<file path="src/rtl/apx_add_pkg.sv">
// Shared types and helpers for the approximate-adder sharing controller.
package apx_add_pkg;

  typedef enum logic [1:0] {IDLE, WAIT, RESP} state_t;

  localparam int NREQ_MAX = 16;

  // Index width for n requesters, never narrower than one bit.
  function automatic int calc_idw(input int n);
    return (n <= 2) ? 1 : $clog2(n);
  endfunction

endpackage

</file>
<file path="src/rtl/rr_arbiter.sv">
// Combinational round-robin arbiter: the first set request at or after ptr wins.
module rr_arbiter
  import apx_add_pkg::*;
#(
  parameter int NREQ = 4,
  localparam int IDW = calc_idw(NREQ)
) (
  input  logic [NREQ-1:0] req,
  input  logic [IDW-1:0]  ptr,
  input  logic            en,
  output logic [NREQ-1:0] grant,
  output logic [IDW-1:0]  grant_idx
);

  int idx;

  // Scan from farthest to nearest so the requester closest to ptr overwrites the others.
  always_comb begin
    grant     = '0;
    grant_idx = '0;
    idx       = 0;
    if (en) begin
      for (int k = NREQ - 1; k >= 0; k--) begin
        idx = (int'(ptr) + k) % NREQ;
        if (req[idx]) begin
          grant      = '0;
          grant[idx] = 1'b1;
          grant_idx  = IDW'(idx);
        end
      end
    end
  end

endmodule

</file>
<file path="src/rtl/apx_add_share_ctrl.sv">
// Shares one approximate adder among NREQ requesters with round-robin grants and a held response.
// Defining APX_ADD_STATS_EN adds the stat_ops / stat_apx_ops completion counters.
module apx_add_share_ctrl
  import apx_add_pkg::*;
#(
  parameter int BWOP    = 32,
  parameter int NREQ    = 4,
  parameter int ADD_LAT = 1,
  localparam int IDW    = calc_idw(NREQ)
) (
  input  logic                 clk,
  input  logic                 rst,
  input  logic [NREQ-1:0]      req_valid,
  output logic [NREQ-1:0]      req_ready,
  input  logic [NREQ*BWOP-1:0] req_a,
  input  logic [NREQ*BWOP-1:0] req_b,
  input  logic [NREQ-1:0]      req_apx,
  output logic                 rsp_valid,
  input  logic                 rsp_ready,
  output logic [IDW-1:0]       rsp_id,
  output logic [BWOP-1:0]      rsp_c,
  output logic [BWOP-1:0]      add_a,
  output logic [BWOP-1:0]      add_b,
  output logic                 add_apx,
  input  logic [BWOP-1:0]      add_c,
  output logic                 busy
`ifdef APX_ADD_STATS_EN
  ,
  output logic [31:0]          stat_ops,
  output logic [31:0]          stat_apx_ops
`endif
);

  localparam int CW = $clog2(ADD_LAT + 2);

  if (NREQ < 2 || NREQ > NREQ_MAX) begin : g_bad_nreq
    $error("apx_add_share_ctrl: NREQ out of range");
  end

  state_t          state_q, state_d;
  logic [IDW-1:0]  rr_ptr;
  logic [IDW-1:0]  grant_idx;
  logic [IDW-1:0]  id_q;
  logic [NREQ-1:0] grant;
  logic [CW-1:0]   counter;
  logic            grant_en;
  logic            granted;

  // A new request may only be taken when the adder is free and no response is stuck.
  assign grant_en  = rst && ((state_q == IDLE) || (state_q == RESP && rsp_ready));
  assign req_ready = grant;
  assign granted   = |grant;
  assign busy      = (state_q != IDLE);

  rr_arbiter #(.NREQ(NREQ)) u_arb (
    .req       (req_valid),
    .ptr       (rr_ptr),
    .en        (grant_en),
    .grant     (grant),
    .grant_idx (grant_idx)
  );

  always_ff @(posedge clk or negedge rst) begin
    if (!rst) state_q <= IDLE;
    else      state_q <= state_d;
  end

  always_comb begin
    state_d = state_q;
    case (state_q)
      IDLE: if (granted) state_d = WAIT;
      WAIT: if (counter == '0) state_d = RESP;
      RESP: if (rsp_ready) state_d = granted ? WAIT : IDLE;
      default: state_d = IDLE;
    endcase
  end

  // Operand registers only move on a grant so the adder inputs stay quiet between operations.
  always_ff @(posedge clk or negedge rst) begin
    if (!rst) begin
      rr_ptr    <= '0;
      id_q      <= '0;
      counter   <= '0;
      add_a     <= '0;
      add_b     <= '0;
      add_apx   <= 1'b0;
      rsp_valid <= 1'b0;
      rsp_id    <= '0;
      rsp_c     <= '0;
    end else begin
      if (granted) begin
        add_a   <= req_a[grant_idx*BWOP +: BWOP];
        add_b   <= req_b[grant_idx*BWOP +: BWOP];
        add_apx <= req_apx[grant_idx];
        id_q    <= grant_idx;
        counter <= CW'(ADD_LAT);
        rr_ptr  <= (int'(grant_idx) == NREQ - 1) ? '0 : grant_idx + 1'b1;
      end else if (state_q == WAIT && counter != '0) begin
        counter <= counter - 1'b1;
      end
      if (state_q == WAIT && counter == '0) begin
        rsp_c     <= add_c;
        rsp_id    <= id_q;
        rsp_valid <= 1'b1;
      end else if (state_q == RESP && rsp_ready) begin
        rsp_valid <= 1'b0;
      end
    end
  end

`ifdef APX_ADD_STATS_EN
  // add_apx still holds the completing operation's mode, even if a new grant lands this cycle.
  always_ff @(posedge clk or negedge rst) begin
    if (!rst) begin
      stat_ops     <= '0;
      stat_apx_ops <= '0;
    end else if (state_q == RESP && rsp_ready) begin
      if (stat_ops != '1) stat_ops <= stat_ops + 1'b1;
      if (add_apx && stat_apx_ops != '1) stat_apx_ops <= stat_apx_ops + 1'b1;
    end
  end
`endif

endmodule

</file>
<file path="config.mk">
export PLATFORM = sky130hd
export DESIGN_NAME = apx_add_share_ctrl
export DESIGN_NICKNAME = d
export VERILOG_FILES = /design/src/rtl/apx_add_pkg.sv /design/src/rtl/rr_arbiter.sv /design/src/rtl/apx_add_share_ctrl.sv
export SDC_FILE = /design/constraint.sdc
export NUM_CORES = 1
export LEC_CHECK = 0
export BUFFER_PORTS_ARGS = -buffer_cell sky130_fd_sc_hd__buf_4
export CORE_AREA = 2 2 157 159
export DETAILED_ROUTE_END_ITERATION = 10
export DIE_AREA = 0 0 159 161
export GPL_ROUTABILITY_DRIVEN = 1
export PLACE_DENSITY_LB_ADDON = 0.15
export RECOVER_POWER = 50
export SETUP_SLACK_MARGIN = 0.2
export SLEW_MARGIN = 20
export SYNTH_ARGS = -nofsm -noshare
export SYNTH_HDL_FRONTEND = slang
export SYNTH_SLANG_ARGS = --single-unit
</file>
<file path="constraint.sdc">
create_clock -name clk -period 3.57 [get_ports clk]
set_input_delay 0.5355 -clock clk [delete_from_list [all_inputs] [get_ports clk]]
set_output_delay 0.5355 -clock clk [all_outputs]
set_load 0.005 [all_outputs]
</file>
-- Word-level counts from Yosys, hierarchy flattened
Index checks and enable logic that the tools add are counted.
- register bits: 108
- input port bits: 299
- $add $sub $neg: 5
- order comparisons: 9
- equality and inequality tests: 6
- shift operators: 2
- mux-type cells: 41
- bitwise logic cells: 3
- reductions and logical operators: 20
- operators with widths (cell ; count):
    variable part select 128 x 8 -> 32 bit ; 2
    2-to-1 mux 2 bit ; 11
    2-to-1 mux 4 bit ; 5
    2-to-1 mux 1 bit ; 15
    < comparator 3 x 4 -> 1 bit, second input constant ; 3
    binary-select mux 1 bit (select 2 bit) ; 5
    greater-or-equal comparator 3 x 1 -> 1 bit, second input constant ; 3
    demux 1 bit (select 2 bit) ; 4
    logical AND 1 bit ; 8
    nonzero test 2 bit ; 4
    < comparator 2 x 3 -> 1 bit, second input constant ; 2
    != test 2 bit, second input constant ; 3
    case mux 2 bit (3 select lines) ; 1
    OR reduction 2 bit ; 3
    adder 2 x 1 -> 2 bit, second input constant ; 2
    adder 2 bit, second input constant ; 2
    equality test 2 x 1 -> 1 bit, second input constant ; 2
    logical NOT 2 bit ; 2
    OR reduction 4 bit ; 1
    bitwise AND 1 bit, first input constant ; 3
    AND reduction 3 bit ; 1
    equality test 2 bit, second input constant ; 1
    greater-or-equal comparator 2 x 1 -> 1 bit, second input constant ; 1
    subtractor 2 x 1 -> 2 bit, second input constant ; 1
    logical OR 1 bit ; 1

-- Depth between registers and ports, before layout
- depth in word-level cells: 16
- depth in mapped cells: 13

-- Cells and area by module
Synthesis repeated with hierarchy kept, for this count alone.
- cells, all modules: 381
- area total of the unflattened synthesis: 6272.3 sq um
- by module, submodules not included (module ; times used ; cells an instance ; area an instance (sq um) ; sequential area each (sq um)):
    apx_add_share_ctrl ; 1 ; 325 ; 5784.3 ; 2702.6
    rr_arbiter ; 1 ; 56 ; 488.0 ; 0.0

-- Least setup slack after synthesis
Ideal clock, no wire load.
- path kind: register to register
- start point: register rr_ptr[0]
- end point: register add_b[9]
- setup time: 136 ps
- arrival: 3360 ps
- required time: 3434 ps
- path slack: 74 ps
- cell stages (with the launch flop): 14
- buffers on the path: 5
- clock period less this slack: 3496 ps
- cells stage by stage: dfrtp_1 buf_6 inv_1 ha_1 mux4_2 buf_6 a21o_1 o311a_1 or4_1 buf_2 buf_6 buf_6 nor2_1 a41oi_2
- cells in the longest elaborated chain, start to end: 13
- ends and longest elaborated chain (element ; RTL line ; RTL):
    start: declaration ; apx_add_share_ctrl.sv:41 ; logic [IDW-1:0] rr_ptr;
    start signal: assignment ; apx_add_share_ctrl.sv:97 ; rr_ptr <= (int'(grant_idx) == NREQ - 1) ? '0 : grant_idx + 1'b1;
    adder 2 bit ; rr_arbiter.sv:24 ; idx = (int'(ptr) + k) % NREQ;
    OR reduction 2 bit (no source line) ; -- ;
    bitwise AND 1 bit (no source line) ; -- ;
    < comparator 3 x 4 -> 1 bit (not written as such) or greater-or-equal comparator 3 x 1 -> 1 bit (tied branches) ; rr_arbiter.sv:27 ; grant[idx] = 1'b1;
    logical AND 1 bit (not written as such) ; rr_arbiter.sv:27 ;
    2-to-1 mux 1 bit (not written as such) ; rr_arbiter.sv:27 ;
    demux 1 bit (select 2 bit) ; -- ;
    2-to-1 mux 4 bit (3 in series) ; rr_arbiter.sv:25 ; if (req[idx]) begin
    2-to-1 mux 4 bit (*) ; rr_arbiter.sv:25 ;
    2-to-1 mux 4 bit (*) ; rr_arbiter.sv:22 ; if (en) begin
    net req_ready[2] ; apx_add_share_ctrl.sv:14 ; output logic [NREQ-1:0] req_ready,
    OR reduction 4 bit (*) ; apx_add_share_ctrl.sv:52 ; assign granted = |grant;
    end signal: assignment ; apx_add_share_ctrl.sv:93 ; add_b <= req_b[grant_idx*BWOP +: BWOP];
    end: declaration ; apx_add_share_ctrl.sv:23 ; output logic [BWOP-1:0] add_b,
The timed path passes the listed nets; every way through them passes the cells marked *. The select of a mux whose other input is x is not followed.
A chain may end at the register's enable or synchronous reset.

-- Worst setup path in the final report
- start point: register rr_ptr[1]
- end point: register rr_ptr[1]
- cells in the longest elaborated chain, start to end: 13
- ends and longest elaborated chain (element ; RTL line):
    adder 2 bit ; rr_arbiter.sv:24
    OR reduction 2 bit (no source line) ; --
    bitwise AND 1 bit (no source line) ; --
    < comparator 3 x 4 -> 1 bit (not written as such) or greater-or-equal comparator 3 x 1 -> 1 bit (tied branches) ; rr_arbiter.sv:27
    logical AND 1 bit (not written as such) ; rr_arbiter.sv:27
    2-to-1 mux 1 bit (not written as such) ; rr_arbiter.sv:27
    demux 1 bit (select 2 bit) ; --
    2-to-1 mux 4 bit (4 in series) ; rr_arbiter.sv:25
    2-to-1 mux 4 bit ; rr_arbiter.sv:22
    OR reduction 4 bit ; apx_add_share_ctrl.sv:52
Several ways; a longest one is shown, not always the timed one. The select of a mux whose other input is x is not followed.

==> run metrics <==
status complete, but fails checks; failing checks capacitance limit, slew limit; Startpoint Class register; routability congestion estimate between 0.7 and 0.8; synth unique cells 39; synth warn 0; Synth Net Count 1000; synthesized area 7160 um2; multi-input logic area 4120 um2; Worst Hold End rsp_c[10]; Worst R2R Path Depth 8; commonest non-fill, non-tap cell in the layout buf_4; Reg-to-Reg End rr_ptr[1]; Worst EP required 3800 ps; Remaining Overflow, GRT 0; CTS H-tree lvls 3; critical register-to-register path startpoint rr_ptr[1]; Core Region 24000 um2; Worst Path Max Fanout 7; Post-DRT Antenna Nets 0; wire per inst 19.3 um; Via density approximately 5.1; Synth Register Bits 108; antenna violations before repair 1; Die Y 161 um; Clk Latency, worst-skew pair 360 ps; largest area contributor in the netlist dfrtp_1; Crit-path slowest cell or4_4; fin nets 1366; worst path buffer plus inverter count 2; Fillers 2424; layout cells sized above 1 54.4%; final setup vio count 0; CTS clk-pin slew, worst paths approximately 90 ps; FMAX 306 MHz; design area 10700 um2; detailed-route via count 7040; largest family of logic cells by synthesized area simple AND/OR/NAND/NOR gates; FF-to-FF setup slack a little over 300 ps; Bufs on Longest Clock Path 2; CTS buffer count 9; GRT Total Usage about a fifth; Worst EP arrival 3500 ps; Placed Instance Area roughly 11000 um2; Mapped Cells 692; DRC 0; area share of xor/xnor cells in the synthesized design less than 1%; Post-Route WL 26.8 mm; PortBufs 403; hold depth 2; Post-synth EDFFs 0; worst hold slack between 300 and 400 ps; CTS tree yes; maximum VDD drop 0.577 mV; max cap viols 1; RSZ-0062 raised after global routing true; leakage power total ~0.0046 uW; post-synthesis mux area share 16.7%; ys flop type dfrtp_1; Synth area leaders dfrtp_1 (38%), mux2_2 (15%), a41oi_2 (15%); Final Hold Viols 0; Pwr Density 827 nW/um2; DP HPWL approximately 19 mm; post-synthesis async set-or-reset flop share 100%; Rel. slew slack -36.8%; Worst path top cell family by delay multiplexers; Slew Limit Fails 38; Synth Area in Adders 1.57%; share of the yosys chip area belonging to registers 37.7%; top-area cell type share of the netlist area a little under two fifths; die area 25600 um2; starting density of the core 29.9%; Period minus WS final between 3000 and 4000 ps; Simple-Gate Fraction of Synth Area 20.1%; Root Driver clkbuf_16; Setup TNS Final 0 ps; clk_skew 17.0 ps; cells along the critical path inv_1 -> ha_4 -> mux4_2 -> a21o_1 -> o311a_1 -> or4_4 -> buf_4 -> mux2_1; Hold Path Class primary input to register; largest stage delay on the critical path about 670 ps; vias in the first global route 7015; Mapped Avg Cell Area 10.3 um2; Detailed Routing Iterations Pass 1 5; compound-gate portion of the synthesized area 17.9%; most frequent cells in the layout buf_4 (314), dfrtp_1 (106), mux2_2 (96); global-route wire length before repair just over 40 mm; IO Pins 404; drt initial violations 379; hold path startpoint add_c[10]; largest net degree at the start of global routing 84; Slew @ Worst Pin around 2000 ps; cell row count between 50 and 60; Area Growth Syn to Fin 50.1%; FF/Latch Area roughly 2700 um2; Crit. End Element register; clk sink count approximately 110; period utilisation layout around 90%; DIE WIDTH 159 um; WS Path Type register to register
synth_stat cells (2+ instances only):
cell,instances
o311a_1,4
mux2_2,96
buf_6,15
dfrtp_1,108
a211oi_1,2
a21o_1,4
nand2b_1,7
clkbuf_1,56
or2_2,2
a21oi_1,6
o21ai_0,4
nand4_1,65
o31ai_1,2
nand2_1,69
nand3b_1,2
o21ai_1,2
a41oi_2,65
buf_1,2
nor2_1,68
nor4bb_1,4
nand3_1,67
inv_1,9
and3b_1,4
ha_1,9
nor2b_1,2
o21a_1,2
mux4_2,4
worst max path at each step:
stage / start / end / slack, ps / cells after the start
5_1_grt: rr_ptr[1] / add_a[25] / 200 / 9
3_3_place_gp: rr_ptr[1] / add_a[18] / 240 / 9
2_1_floorplan: rr_ptr[0] / add_b[9] / 200 / 13
3_5_place_dp: rr_ptr[1] / add_b[10] / 160 / 9
6_report: rr_ptr[1] / rr_ptr[1] / 300 / 8
4_1_cts: rr_ptr[1] / add_b[10] / 240 / 9
metrics by stage:
stage	cells	setup slack, ps	utilization [%]	total power [uW]
4_1_cts	1381	239	45.1	9040
2_1_floorplan	692	201	-	5850
3_3_place_gp	1363	244	43.8	7890
6_report	1388	303	44.9	8880
3_5_place_dp	1363	164	43.8	7940
5_1_grt	1388	195	44.9	9540
sequential cells by signal, indices dropped and copies added (netlist names), 2 cells and up:
| signal | count |
|---|---|
| rr_ptr | 2 |
| state_q | 2 |
| rsp_id | 2 |
| counter | 2 |
| add_b | 32 |
| rsp_c | 32 |
| add_a | 32 |
| id_q | 2 |
layer usage:
layer / up-vias / part of all wire [%] / global-route usage (%)
li1: 3323 / - / -
met1: 3444 / 41 / 24.9
met2: 246 / 51 / 34.2
met3: 27 / 5.8 / 4.49
met4: 0 / 2.4 / 6.03
met5: - / 0 / 0
worst register-to-register path, cell delays in order, from the launching register on:
cell and delay (ps):
dfrtp_2 360, inv_1 120, ha_4 340, mux4_2 580
a21o_1 200, o311a_1 370, or4_4 670, buf_4 200
mux2_1 310
cell type report:
type	instances	share of cell area, %
diodes	1	0.0233
clock buffers	9	2.10
clock inverters	7	0.733
inverters	9	0.314
multi-input cells	503	38.3
flip-flops and latches	108	25.2
well taps	324	3.77
repair buffers	427	29.6
power breakdown:
group	switching [uW]	internal (uW)
Sequential	344	1870
Clock	546	500
Combinational	3000	2620
Total	3890	4990
cells by family after synthesis:
| family | after synthesis |
|---|---|
| XOR/XNOR | 1 |
| AO/OA/AOI/OAI | 96 |
| multiplexers | 102 |
| buffers and inverters | 83 |
| adder cells (fa/ha/maj) | 9 |
| flip-flops | 108 |
| AND/OR/NAND/NOR | 293 |
timing repair:
action                     CTS  global route
cloned                       0             3
setup buffers                2             3
setup endpoints to repair   23            57
hold buffers                 0             0
pin swaps                    0             1
gates resized for setup      0             1
No activity file was read; power rests on OpenSTA's default activity.
